### src/rtl/mem_arbiter_pkg.sv
// ---------------------------------------------------------------------------
// mem_arbiter_pkg
// Shared types and constants for the IF/MEM SRAM arbiter:
//   - arbiter FSM state encoding
//   - grant owner encoding
//   - width of the wait-state counter
//   - MIPS load/store opcodes and a small decode helper for the MEM stage
// ---------------------------------------------------------------------------
package mem_arbiter_pkg;

  typedef enum logic [1:0] {
    IDLE   = 2'd0,
    ACCESS = 2'd1,
    DONE   = 2'd2
  } state_e;

  typedef enum logic {
    GNT_IF  = 1'b0,
    GNT_MEM = 1'b1
  } gnt_e;

  // Wait-state counter width; holds WAIT_CYCLES in the range 0..7.
  localparam int WAIT_W = 3;

  localparam logic [5:0] OP_LW = 6'b100011;
  localparam logic [5:0] OP_LB = 6'b100000;
  localparam logic [5:0] OP_SW = 6'b101011;
  localparam logic [5:0] OP_SB = 6'b101000;

  typedef struct packed {
    logic rd;
    logic wr;
    logic byte_op;
  } mem_op_t;

  // Turns a MEM-stage opcode into the request strobes this arbiter expects.
  function automatic mem_op_t decode_mem_op(input logic [5:0] opcode);
    mem_op_t op;
    op = '0;
    case (opcode)
      OP_LW: op.rd = 1'b1;
      OP_LB: begin op.rd = 1'b1; op.byte_op = 1'b1; end
      OP_SW: op.wr = 1'b1;
      OP_SB: begin op.wr = 1'b1; op.byte_op = 1'b1; end
      default: op = '0;
    endcase
    return op;
  endfunction

endpackage

### src/rtl/mem_arbiter_byte_lane.sv
// ---------------------------------------------------------------------------
// mem_byte_lane
// Combinational byte-lane steering for the 32-bit little-endian SRAM.
//   byte_i   : 1 = byte access (LB/SB), 0 = word access
//   lane_i   : byte offset addr[1:0]; only used for byte accesses
//   wdata_i  : store data (byte stores use bits 7:0)
//   rdata_i  : raw SRAM read word
//   be_n_o   : active-low byte enables, lane0 = bits 7:0
//   wdata_o  : SRAM write data (byte stores replicated to every lane)
//   rdata_o  : load result (byte loads sign-extended from the selected lane)
// ---------------------------------------------------------------------------
module mem_byte_lane
  import mem_arbiter_pkg::*;
(
  input  logic        byte_i,
  input  logic [1:0]  lane_i,
  input  logic [31:0] wdata_i,
  input  logic [31:0] rdata_i,
  output logic [3:0]  be_n_o,
  output logic [31:0] wdata_o,
  output logic [31:0] rdata_o
);

  logic [7:0] lane_byte;

  always_comb begin
    be_n_o    = 4'b0000;
    wdata_o   = wdata_i;
    rdata_o   = rdata_i;
    lane_byte = rdata_i[7:0];
    case (lane_i)
      2'd0: lane_byte = rdata_i[7:0];
      2'd1: lane_byte = rdata_i[15:8];
      2'd2: lane_byte = rdata_i[23:16];
      default: lane_byte = rdata_i[31:24];
    endcase
    if (byte_i) begin
      be_n_o  = ~(4'b0001 << lane_i);
      // Replicating the byte lets the SRAM pick it up on whichever lane is enabled.
      wdata_o = {4{wdata_i[7:0]}};
      rdata_o = {{24{lane_byte[7]}}, lane_byte};
    end
  end

endmodule

### src/rtl/mem_arbiter.sv
// ---------------------------------------------------------------------------
// mem_arbiter
// Shares one 32-bit asynchronous SRAM between instruction fetch (IF) and the
// MEM stage. MEM has strict priority. Each access is IDLE -> ACCESS for
// WAIT_CYCLES+1 cycles -> DONE (one-cycle ready pulse) -> IDLE.
// Ports:
//   clk, rst_n                 clock, asynchronous active-low reset
//   if_req/if_addr             fetch request (held until if_ready)
//   if_rdata/if_ready          fetched word and its completion pulse
//   mem_rd/mem_wr/mem_byte     load/store request (held until mem_ready)
//   mem_addr/mem_wdata         load/store address and store data
//   mem_rdata/mem_ready        load result and its completion pulse
//   stall                      freeze the pipeline while anything is pending
//   sram_*                     board SRAM pins (controls active-low)
// ---------------------------------------------------------------------------
module mem_arbiter
  import mem_arbiter_pkg::*;
#(
  parameter int WAIT_CYCLES = 1,
  parameter int SRAM_AW     = 20
) (
  input  logic               clk,
  input  logic               rst_n,
  input  logic               if_req,
  input  logic [31:0]        if_addr,
  output logic [31:0]        if_rdata,
  output logic               if_ready,
  input  logic               mem_rd,
  input  logic               mem_wr,
  input  logic               mem_byte,
  input  logic [31:0]        mem_addr,
  input  logic [31:0]        mem_wdata,
  output logic [31:0]        mem_rdata,
  output logic               mem_ready,
  output logic               stall,
  output logic [SRAM_AW-1:0] sram_addr,
  output logic [31:0]        sram_wdata,
  input  logic [31:0]        sram_rdata,
  output logic [3:0]         sram_be_n,
  output logic               sram_ce_n,
  output logic               sram_oe_n,
  output logic               sram_we_n
);

  localparam logic [WAIT_W-1:0] CNT_LOAD = WAIT_W'(WAIT_CYCLES);

  state_e            state_q, state_d;
  gnt_e              gnt_q, gnt_d;
  logic              wr_q, wr_d;
  logic              byte_q, byte_d;
  logic [31:0]       addr_q, addr_d;
  logic [31:0]       wdata_q, wdata_d;
  logic [WAIT_W-1:0] cnt_q, cnt_d;
  logic [31:0]       if_rdata_q, if_rdata_d;
  logic [31:0]       mem_rdata_q, mem_rdata_d;

  logic [3:0]        lane_be_n;
  logic [31:0]       lane_wdata;
  logic [31:0]       lane_rdata;

  // Address bits above the SRAM word range are not decoded.
  logic              unused_addr_hi;
  assign unused_addr_hi = ^addr_q[31:SRAM_AW+2];

  mem_byte_lane u_lane (
    .byte_i  (byte_q),
    .lane_i  (addr_q[1:0]),
    .wdata_i (wdata_q),
    .rdata_i (sram_rdata),
    .be_n_o  (lane_be_n),
    .wdata_o (lane_wdata),
    .rdata_o (lane_rdata)
  );

  always_ff @(posedge clk or negedge rst_n) begin
    if (!rst_n) begin
      state_q     <= IDLE;
      gnt_q       <= GNT_IF;
      wr_q        <= 1'b0;
      byte_q      <= 1'b0;
      addr_q      <= '0;
      wdata_q     <= '0;
      cnt_q       <= '0;
      if_rdata_q  <= '0;
      mem_rdata_q <= '0;
    end else begin
      state_q     <= state_d;
      gnt_q       <= gnt_d;
      wr_q        <= wr_d;
      byte_q      <= byte_d;
      addr_q      <= addr_d;
      wdata_q     <= wdata_d;
      cnt_q       <= cnt_d;
      if_rdata_q  <= if_rdata_d;
      mem_rdata_q <= mem_rdata_d;
    end
  end

  always_comb begin
    state_d     = state_q;
    gnt_d       = gnt_q;
    wr_d        = wr_q;
    byte_d      = byte_q;
    addr_d      = addr_q;
    wdata_d     = wdata_q;
    cnt_d       = cnt_q;
    if_rdata_d  = if_rdata_q;
    mem_rdata_d = mem_rdata_q;
    case (state_q)
      IDLE: begin
        if (mem_rd || mem_wr) begin
          gnt_d   = GNT_MEM;
          // A simultaneous rd+wr is resolved as a store.
          wr_d    = mem_wr;
          byte_d  = mem_byte;
          addr_d  = mem_addr;
          wdata_d = mem_wdata;
          cnt_d   = CNT_LOAD;
          state_d = ACCESS;
        end else if (if_req) begin
          gnt_d   = GNT_IF;
          wr_d    = 1'b0;
          byte_d  = 1'b0;
          addr_d  = if_addr;
          cnt_d   = CNT_LOAD;
          state_d = ACCESS;
        end
      end
      ACCESS: begin
        if (cnt_q == '0) begin
          if (!wr_q) begin
            if (gnt_q == GNT_MEM) mem_rdata_d = lane_rdata;
            else                  if_rdata_d  = sram_rdata;
          end
          state_d = DONE;
        end else begin
          cnt_d = cnt_q - 1'b1;
        end
      end
      // Always pass through IDLE: the finishing requester still holds its
      // request during DONE and must not be granted twice.
      DONE:    state_d = IDLE;
      default: state_d = IDLE;
    endcase
  end

  // SRAM pin controls decode straight from registered state, so an
  // asynchronous reset releases the bus in the same cycle.
  always_comb begin
    sram_ce_n = 1'b1;
    sram_oe_n = 1'b1;
    sram_we_n = 1'b1;
    sram_be_n = 4'hF;
    case (state_q)
      ACCESS: begin
        sram_ce_n = 1'b0;
        sram_be_n = lane_be_n;
        sram_oe_n = wr_q;
        sram_we_n = ~wr_q;
      end
      DONE: begin
        // Chip stays selected with address/data held for write hold time.
        sram_ce_n = 1'b0;
        sram_be_n = lane_be_n;
      end
      default: ;
    endcase
  end

  assign sram_addr  = addr_q[SRAM_AW+1:2];
  assign sram_wdata = lane_wdata;
  assign if_ready   = (state_q == DONE) && (gnt_q == GNT_IF);
  assign mem_ready  = (state_q == DONE) && (gnt_q == GNT_MEM);
  assign if_rdata   = if_rdata_q;
  assign mem_rdata  = mem_rdata_q;
  // Drops in the ready cycle so the pipeline advances on that edge.
  assign stall      = ((mem_rd | mem_wr) & ~mem_ready) | (if_req & ~if_ready);

endmodule

### config.mk
export PLATFORM = sky130hd
export DESIGN_NAME = mem_arbiter
export DESIGN_NICKNAME = d
export VERILOG_FILES = /design/src/rtl/mem_arbiter_pkg.sv /design/src/rtl/mem_arbiter_byte_lane.sv /design/src/rtl/mem_arbiter.sv
export SDC_FILE = /design/constraint.sdc
export NUM_CORES = 1
export LEC_CHECK = 0
export CAP_MARGIN = 0
export CORE_UTILIZATION = 44
export CTS_CLUSTER_SIZE = 14
export DETAILED_ROUTE_END_ITERATION = 8
export GPL_TIMING_DRIVEN = 0
export PLACE_DENSITY = 0.94
export SYNTH_ARGS = -nofsm -noshare
export SYNTH_HDL_FRONTEND = slang
export SYNTH_SLANG_ARGS = --single-unit
### constraint.sdc
create_clock -name clk -period 2.5 [get_ports clk]
set_clock_uncertainty 0.1 [all_clocks]
set_input_delay 0.25 -clock clk [delete_from_list [all_inputs] [get_ports clk]]
set_output_delay 0.25 -clock clk [all_outputs]
set_load 0.05 [all_outputs]
# Word-level counts from Yosys, hierarchy flattened
# Index checks and enable logic that the tools add are counted.
# op_classes
n_addsub	1
multipliers	0
div	0
n_lt_le_gt_ge	0
n_eq_ne	7
shift	1
mux	22
bitwise_logic	9
n_reduce_logical	15
# ops
operator	n
two-way mux 32 bit	2
two-way mux 22 bit	2
one-hot mux 8 bit (3 select lines)	1
two-way mux 3 bit	3
two-way mux 4 bit	2
AND reduction 4 bit	2
two-way mux 1 bit	7
two-way mux 2 bit	3
one-hot mux 3 bit (2 select lines)	1
AND reduction 2 bit	3
equality test 2 x 1 -> 1 bit, second input constant	2
equality test 2 bit, second input constant	2
zero test 2 bit	2
!= test 2 bit, second input constant	2
inverter 1 bit	4
inverter 4 bit	1
one-hot mux 2 bit (2 select lines)	1
nonzero test 2 bit	2
<< shifter 1 x 2 -> 4 bit, first input constant	1
zero test 3 bit	1
!= test 3 bit, second input constant	1
AND reduction 3 bit	1
subtractor 3 x 1 -> 3 bit, second input constant	1
AND 1 bit	2
other kinds (4)	6
# totals
reg_bits	126
latchBits	0
ramBits	0
mem_bits_ro	0
in_bits	134
wordCells	64
mem_count	0

# Depth between registers and ports, before layout
# Gate-level depths: netlist of run 1.
# logic_depth
word_depth	5
mapped_depth	8

# By module
# A second synthesis of run 1 with hierarchy kept.
# unflattened
cells_unflattened	552
hier_area_um2	6404.9
# by_module_without_submodules
mod	n_inst	cells_per_inst	area_each_um2	seq_area_each_um2
mem_arbiter	1	375	5358.9	3153.0
mem_byte_lane	1	177	1046.0	0.0

# Worst setup path before layout of run 1
# OpenSTA, ideal clock, no wires.
# synth_timing
kind	reg-to-output
from	reg state_q[0]
to	out stall
arrival_time_ps	1893
required_time_ps	2150
setup_slack_ps	257
path_stages_with_launch	5
path_cell_list	dfrtp_1 -> inv_1 -> ha_1 -> nor2b_1 -> o22ai_1
# synth_via
elab_chain_len	5
word_cells_on_any_way	8
# synth_lines
item	line	rtl
from (decl)	mem_arbiter.sv:47	state_e state_q, state_d;
from (signal assigned)	mem_arbiter.sv:87	state_q <= state_d;
equality test 2 bit	mem_arbiter.sv:172	assign if_ready = (state_q == DONE) && (gnt_q == GNT_IF);
logical AND 1 bit	mem_arbiter.sv:172	
net if_ready	mem_arbiter.sv:27	output logic if_ready,
inverter 1 bit	mem_arbiter.sv:177	assign stall = ((mem_rd | mem_wr) & ~mem_ready) | (if_req & ~if_ready);
AND 1 bit	mem_arbiter.sv:177	
bitwise OR 1 bit	mem_arbiter.sv:177	
to (decl)	mem_arbiter.sv:35	output logic stall,
# The timed path passes the listed nets, and every way through them passes these cells.

# Worst setup path after layout of run 1
# layout_timing
from	reg gnt_q
to	out mem_ready
# layout_via
elab_chain_len	1
# layout_lines
item	line	rtl
from (decl)	mem_arbiter.sv:48	gnt_e gnt_q, gnt_d;
from (signal assigned)	mem_arbiter.sv:88	gnt_q <= gnt_d;
logical AND 1 bit	mem_arbiter.sv:173	assign mem_ready = (state_q == DONE) && (gnt_q == GNT_MEM);
to (decl)	mem_arbiter.sv:34	output logic mem_ready,
# Every way passes these cells.

==> results of run 1 <==
## timing repair
item                                    in CTS  in global routing
gates resized for setup                     99                  6
pin swaps                                    0                  0
endpoints found under the hold margin       62                  0
hold buffers                                 1                  0
endpoints found under the setup margin      31                  4
cloned                                       0                  0
## cell usage after synthesis, types with 2 or more instances
cell / count / area (um2)
inv_1: 34 / 128
a21oi_1: 42 / 210
nand2b_1: 27 / 169
a31oi_1: 3 / 18.8
nor2b_1: 3 / 18.8
nand2_1: 42 / 158
a31oi_4: 10 / 213
ha_1: 5 / 62.6
buf_4: 31 / 233
o21ai_0: 51 / 255
mux2i_1: 29 / 290
buf_6: 8 / 90.1
o22ai_1: 2 / 12.5
nor2_1: 2 / 7.51
buf_2: 12 / 60.1
dfrtp_1: 126 / 3150
mux4_2: 8 / 180
mux2_2: 61 / 687
clkbuf_1: 12 / 45.0
a31oi_2: 13 / 163
mux2_1: 3 / 33.8
## sequential cells by signal (all words and copies together), names as in the netlist
signal     cells
wdata_q       32
byte_q         1
state_q        2
if_rdata      32
mem_rdata     32
wr_q           1
cnt_q          3
addr_q        22
gnt_q          1
## layout make-up
type                       instances  area, um2
buffer                            63        444
clock buffer                      19        453
clock inverter                    13        186
fill                             994       4320
inverter                          34        128
multi-input combinational        319       2630
sequential                       126       3150
tap                              180        225
timing repair buffer             241       2440
## cell usage in the layout, fill, tap and decap left out, drive strengths merged, types with 2 or more instances in the layout
cell	count
a21oi	42
a31oi	26
and2	2
buf	55
bufinv	4
clkbuf	31
clkdlybuf4s15	19
clkdlybuf4s50	206
clkinv	3
clkinvlp	4
dfrtp	126
dlygate4sd2	8
dlymetal6s2s	2
ha	5
inv	36
mux2	64
mux2i	29
mux4	8
nand2	43
nand2b	27
nor2	3
nor2b	3
nor3	2
o21ai	53
o22ai	2
## worst max-delay path: stages, from the launching register on
cell             delay, ns
dfrtp_1               0.63
and2_1                0.22
clkdlybuf4s50_1       0.81
## where the power goes
part	switching [W]	internal, W	leakage (nW)
Clock	0.000942	0.00172	0.302
Sequential	0.000623	0.00301	1.48
Combinational	0.00627	0.00346	2.34
Total	0.00784	0.00819	4.12
## metrics by stage
| step | util, % | worst slack, ns | std cells | TNS, ns |
|---|---|---|---|---|
| after global routing | 69.1 | 0.0168 | 995 | 0 |
| after global placement | 64.2 | -3.95 | 962 | -497.59 |
| after CTS | 69.1 | 0.0653 | 995 | 0 |
| after floorplan | - | 0.257 | 543 | 0 |
| final | 69.1 | 0.0698 | 995 | 0 |
| after detailed placement | 64.4 | -0.0863 | 963 | -0.425 |
## path summary, 6_finish.rpt
check                                             from                        to  slack [ns]  cells after the start
worst max-delay path                 gnt_q$_DFFE_PN0P_                 mem_ready        0.07                      2
worst min-delay path                             rst_n  if_rdata[17]$_DFFE_PN0P_        0.28                      2
worst max register to register  state_q[1]$_DFFE_PN0P_  if_rdata[17]$_DFFE_PN0P_        0.40                      6
worst min register to register  addr_q[12]$_DFFE_PN0P_    addr_q[12]$_DFFE_PN0P_        0.38                      2
max in group asynchronous                        rst_n   wdata_q[28]$_DFFE_PN0P_        1.29                      3
min in group clk                              mem_byte        byte_q$_DFFE_PN0P_        0.28                      3
## cells by family (layout without fill, tap and decap cells)
group,Yosys count,in the layout,share of synthesized area (%)
compound gates,128,128,14.6
flops,126,126,49.6
mux,101,101,18.7
buf+inv,98,370,8.97
simple gates,85,85,7.07
fa+ha+maj,5,5,0.984
## routing by layer
metal  part of all wire, %  GRT usage, %  vias to the layer above
li1                      -             -                     2384
met1                    38          29.2                     2563
met2                    52          44.8                      216
met3                   7.3          7.68                       34
met4                   2.4          10.6                        0
met5                     0             0                        -
==> metrics.yaml, run 1 <==
synth:
  yosysSeqAreaShare_pct: 49.6
  yosys_warnings: 0
  synthCells: 543
  postSynth.asyncResetShare_pct: 100
  syn_avg_cell_area_um2: 11.7
  synth_edf_count: 0
  synth_nets: 682
  synth_ff_type: "dfrtp_1"
  synth_cell_type_count: 40
  ys_ff_latch: 126
  synth_area_um2: 6360
sta:
  fmax_ghz: 0.411
  rsz0062_at_grt: "no"
  setup_viol: 0
  final-hold-violation-count: 0
  period_share_pct: 97.2
  period_minus_slack_ns: 2.43
  worstMarginPinSlew_ns: 0.622
  fin_hold_ws_ns: 0.282
  report.final.slew_viol_count: 0
  slew_headroom_pct: 58.5
power:
  vdd_drop_max_mv: 1.05
  power.total_w: 0.0160
  p_leak_nw: 4.12
  power.density_nw_per_um2: 1660
hold_path:
  holdCritPathClass: "in -> async"
floorplanning:
  die_y_um: 122
  rows: 43
  die_w_um: 122
  die_area_um2: 14900
  initial_core_util_pct: 45.4
  io_pins: 260
  coreArea_um2: 14000
final_layout:
  finalInstanceArea_um2: 9660
  final_nets: 941
  diodes: 0
  area_growth_pct: 52.0
  drive_above_1_share_pct: 25.6
cts:
  cts_max_path_buffers: 2
  clock_sinks: 126
  path_clk_slew_ns: 0.06
  clk_latency_ns: 0.41
  cts_root_buf: "clkbuf_16"
  cts_setup_buffers: 0
  ctsHtreeMaxLevel: 4
  cts_tree: "built"
  cts_made_buffers: 17
route:
  ant_nets: 0
  vias: 5197
  vias_per_cell: 5.22
  drtIter0Drc: 219
  totalWireLength_mm: 18.5
  remaining_drc_errors: 0
  wire_per_inst_um: 18.6
  drtPass1Iterations: 4
critical_path:
  crit_arrival_ns: 2.08
  endpoint_kind: "primary output"
  worst_ep_required_time_ns: 2.15
  path_max_fanout: 10
  start_kind: "register"
  crit_type: "reg -> out"
global_route:
  grt_util_all_layers_pct: 25.7
  antenna_found_initial: 0
  grt_max_degree: 65
  grt_first_pass_wirelength_mm: 28.5
  grt_overflow: 0
  grt_pass1_vias: 5470
place:
  post_dp_cell_area_um2: 9000
  place.gp.congestion: 0.795
  dp_hpwl_mm: 13.6
  port_buffers: 239
outcome:
  status: "finished, final reports clean"
flow_run:
  cap_violations: 0
(Power assumes the default switching activity.)
==> run 2: changes to the inputs <==
SKIP_CTS_REPAIR_TIMING = 1   (was unset)
SLEW_MARGIN = 20   (was unset)
==> metrics.yaml, run 2 (same netlist as run 1, synthesis figures left out) <==
final_layout:
  layout_commonest_cell: "clkdlybuf4s50_1"
  final_nets: 941
  drive_above_1_share_pct: 25.0
  finalInstanceArea_um2: 9610
  diodes: 0
  fill_cells: 1003
  postLayoutCoreUtil_pct: 68.7
  final_cell_mix: "clkdlybuf4s50_1, dfrtp_1, mux2_2"
  area_growth_pct: 51.2
floorplanning:
  rows: 43
  die_y_um: 122
  io_pins: 260
  coreArea_um2: 14000
  die_w_um: 122
  initial_core_util_pct: 45.4
  die_area_um2: 14900
hold_path:
  holdCritPathClass: "in -> async"
cts:
  clock_sinks: 126
  ctsHtreeMaxLevel: 4
  clk_latency_ns: 0.41
  cts_tree: "built"
  cts_root_buf: "clkbuf_16"
  cts_max_path_buffers: 2
  cts_made_buffers: 17
  path_clk_slew_ns: 0.06
critical_path:
  reg2reg_from: "state_q[1]$_DFFE_PN0P_"
  reg2reg_depth: 6
  endpoint: "mem_ready"
  start_kind: "register"
  timing.critical_path.from: "gnt_q$_DFFE_PN0P_"
  path_max_fanout: 10
  r2r_setup_slack_ns: 0.39
  crit_type: "reg -> out"
  worst_ep_required_time_ns: 2.15
  endpoint_kind: "primary output"
  crit_arrival_ns: 2.10
  r2r_end: "if_rdata[17]$_DFFE_PN0P_"
sta:
  fin_hold_ws_ns: 0.261
  setup_viol: 0
  worstMarginPinSlew_ns: 0.586
  fmax_ghz: 0.409
  period_minus_slack_ns: 2.45
  period_share_pct: 97.9
  final-hold-violation-count: 0
  report.final.slew_viol_count: 0
  slew_headroom_pct: 60.9
global_route:
  grt_overflow: 0
  grt_pass1_vias: 5466
  grt_util_all_layers_pct: 25.6
  grt_max_degree: 65
  grt_first_pass_wirelength_mm: 28.3
  antenna_found_initial: 0
power:
  vdd_drop_max_mv: 0.945
  p_leak_nw: 4.21
  power.density_nw_per_um2: 1660
  power.total_w: 0.0160
route:
  totalWireLength_mm: 18.5
  wire_per_inst_um: 18.6
  remaining_drc_errors: 0
  drtPass1Iterations: 4
  vias_per_cell: 5.24
  drtIter0Drc: 258
  ant_nets: 0
  vias: 5217
place:
  place.gp.congestion: 0.795
  post_dp_cell_area_um2: 9010
  port_buffers: 239
  dp_hpwl_mm: 13.6
flow_run:
  cap_violations: 0
outcome:
  status: "finished, final reports clean"
## run 2: per-stage QoR
step,std cells,setup WS [ns],TNS [ns]
5_1_grt,995,-0.000322,-0.000322
6_report,995,0.0524,0
3_5_place_dp,963,-0.0863,-0.425
4_1_cts,995,-0.591,-13.87
3_3_place_gp,962,-3.95,-497.59
2_1_floorplan,543,0.257,0
## run 2: metal layers
| metal | share of wire (%) | vias to the layer above | GRT usage, % |
|---|---|---|---|
| met1 | 39 | 2582 | 28.8 |
| met5 | 0 | - | 0 |
| li1 | - | 2381 | - |
| met3 | 6.9 | 36 | 7.63 |
| met4 | 2.3 | 0 | 10.6 |
| met2 | 52 | 218 | 44.7 |
## run 2: report_power, final
group	internal (W)	switching, W	leakage (nW)	total (W)
Sequential	0.00301	0.000623	1.48	0.00363
Combinational	0.00340	0.00628	2.43	0.00968
Clock	0.00172	0.000939	0.302	0.00266
Total	0.00813	0.00784	4.21	0.0160
## run 2: critical path, cell delays in order (launching register included)
cell,delay [ns]
dfrtp_1,0.64
and2_1,0.23
clkdlybuf4s50_1,0.81
## run 2: layout make-up
| class | count | area (um2) | area share (%) |
|---|---|---|---|
| inverter | 34 | 128 | 1.33 |
| tap | 180 | 225 | 2.34 |
| clock inverter | 13 | 186 | 1.94 |
| buffer | 63 | 444 | 4.62 |
| multi-input combinational | 319 | 2630 | 27.4 |
| sequential | 126 | 3150 | 32.8 |
| timing repair buffer | 241 | 2390 | 24.8 |
| clock buffer | 19 | 453 | 4.71 |
## run 2: how the worst min path moves through the flow
| stage | endpoint | start | cells past startpoint |
|---|---|---|---|
| 2_1_floorplan | addr_q[0]$_DFFE_PN0P_ | rst_n | 0 |
| 3_3_place_gp | addr_q[9]$_DFFE_PN0P_ | addr_q[9]$_DFFE_PN0P_ | 2 |
| 3_5_place_dp | if_rdata[17]$_DFFE_PN0P_ | rst_n | 1 |
| 4_1_cts | mem_rdata[7]$_DFFE_PN0P_ | rst_n | 1 |
| 5_1_grt | byte_q$_DFFE_PN0P_ | mem_byte | 3 |
| 6_report | if_rdata[17]$_DFFE_PN0P_ | rst_n | 2 |
==> run 3: changes to the inputs <==
CORE_UTILIZATION = 35   (was 44)
PLACE_DENSITY = 0.79   (was 0.94)
==> metrics.yaml, run 3 (same netlist as run 1, synthesis figures left out) <==
critical_path:
  path_max_fanout: 10
  cp_top_family: "buffers and inverters"
  critical_path_depth: 2
  r2r_setup_slack_ns: 0.44
  worst_path_largest_cell_delay_ns: 0.81
  r2r_end: "if_rdata[2]$_DFFE_PN0P_"
  endpoint: "mem_ready"
  crit_arrival_ns: 2.05
  worst_ep_required_time_ns: 2.15
  crit_type: "reg -> out"
  timing.critical_path.from: "gnt_q$_DFFE_PN0P_"
  path_buf_inv: 1
  cp_slowest_cell: "clkdlybuf4s50_1"
  start_kind: "register"
  reg2reg_from: "state_q[1]$_DFFE_PN0P_"
  reg2reg_depth: 6
  crit_chain: "and2_1 > clkdlybuf4s50_1"
  endpoint_kind: "primary output"
final_layout:
  layout_commonest_cell: "clkdlybuf4s50_1"
  final_nets: 941
  drive_above_1_share_pct: 24.9
  diodes: 0
  final_cell_mix: "clkdlybuf4s50_1, dfrtp_1, mux2_2"
  area_growth_pct: 50.6
  postLayoutCoreUtil_pct: 54.6
sta:
  worstMarginPinSlew_ns: 0.588
  fmax_ghz: 0.416
  final-hold-violation-count: 0
  setup_viol: 0
  rsz0062_at_grt: "no"
  period_share_pct: 96.2
  report.final.slew_viol_count: 0
  slew_headroom_pct: 60.3
  setup_slack_ns: 0.0955
  period_minus_slack_ns: 2.40
floorplanning:
  die_w_um: 137
  die_y_um: 137
  io_pins: 260
  initial_core_util_pct: 36.3
  die_area_um2: 18700
  rows: 48
  coreArea_um2: 17500
power:
  netSwitchingPower_w: 0.00770
  clkPwrFrac_pct: 15.8
  power.density_nw_per_um2: 1630
  p_int_w: 0.00793
  vdd_drop_max_mv: 1.10
  power_frac_comb_pct: 61.2
  p_leak_nw: 4.15
  p_seq_share_pct: 23.0
  switching_share_pct: 49.3
flow_run:
  cap_violations: 0
global_route:
  grt_max_degree: 68
  grt_pass1_vias: 5095
  grt_overflow: 0
  antenna_found_initial: 1
  grt_first_pass_wirelength_mm: 28.0
  grt_util_all_layers_pct: 20.4
cts:
  cts_root_buf: "clkbuf_16"
  cts_max_path_buffers: 2
  cts_made_buffers: 17
  ctsHtreeMaxLevel: 4
  clock_sinks: 126
  clk_latency_ns: 0.42
  path_clk_slew_ns: 0.06
  cts_tree: "built"
place:
  place.gp.congestion: 0.776
  place_ws_ns: -0.105
  port_buffers: 239
  dp_hpwl_mm: 13.5
route:
  vias_per_cell: 4.84
  drtPass1Iterations: 4
  totalWireLength_mm: 18.1
  vias: 5030
  ant_nets: 0
  remaining_drc_errors: 0
  wire_per_inst_um: 17.4
  drtIter0Drc: 243
outcome:
  status: "finished, final reports clean"
hold_path:
  holdCritPathClass: "in -> async"
==> run 3: changes by cell type in the layout (fill, tap and decap cells not counted), sizes merged <==
cell | previous run | this run
clkbuf | 48 | 58
dlymetal6s2s | 15 | 11
clkinvlp | 4 | 1
bufinv | 4 | 2
inv | 36 | 34
==> run 3: routing by layer <==
layer / up-vias / routed length, um / global-route usage [%]
li1: 2384 / - / -
met1: 2449 / 7550 / 25.1
met2: 182 / 8960 / 34.1
met3: 13 / 1450 / 6.78
met4: 2 / 145 / 5.43
met5: - / 9 / 0
==> run 3: how the worst min path moves through the flow <==
stage          cells past startpoint                      end                   start  slack, ns
3_3_place_gp                       2   addr_q[21]$_DFFE_PN0P_  addr_q[21]$_DFFE_PN0P_       0.36
5_1_grt                            2  if_rdata[1]$_DFFE_PN0P_                   rst_n       0.28
3_5_place_dp                       1  if_rdata[1]$_DFFE_PN0P_                   rst_n       0.12
6_report                           2  if_rdata[1]$_DFFE_PN0P_                   rst_n       0.25
4_1_cts                            1  if_rdata[1]$_DFFE_PN0P_                   rst_n      -0.33
2_1_floorplan                      0    addr_q[0]$_DFFE_PN0P_                   rst_n      -0.15
==> run 3: power groups by stage <==
stage | combinational [W] | clock [W] | sequential, W
floorplan | 0.00524 | 0 | 0.00504
global placement | 0.00983 | 0 | 0.00356
detailed placement | 0.00991 | 0 | 0.00360
CTS | 0.00995 | 0.00251 | 0.00357
global route | 0.0101 | 0.00260 | 0.00373
finish | 0.00957 | 0.00247 | 0.00359
==> run 3: area by class of cell <==
type / instances / area, um2
plain buffers: 63 / 444
well taps: 225 / 282
repair buffers: 241 / 2360
flip-flops and latches: 126 / 3150
fillers: 1534 / 7960
multi-input cells: 319 / 2630
clock inverters: 6 / 82.6
inverters: 34 / 128
clock buffers: 25 / 495
==> run 3: through the flow <==
| step | power, W | std cells | TNS (ns) | area [um2] | hold WS, ns |
|---|---|---|---|---|---|
| after floorplan | 0.0103 | 543 | 0 | 6360 | -0.146 |
| after global placement | 0.0134 | 1007 | -512.35 | 9030 | 0.363 |
| after detailed placement | 0.0135 | 1008 | -1.32 | 9060 | 0.117 |
| after CTS | 0.0160 | 1039 | -14.36 | 9640 | -0.328 |
| after global routing | 0.0164 | 1039 | 0 | 9580 | 0.277 |
| final | 0.0156 | 1039 | 0 | 9580 | 0.249 |
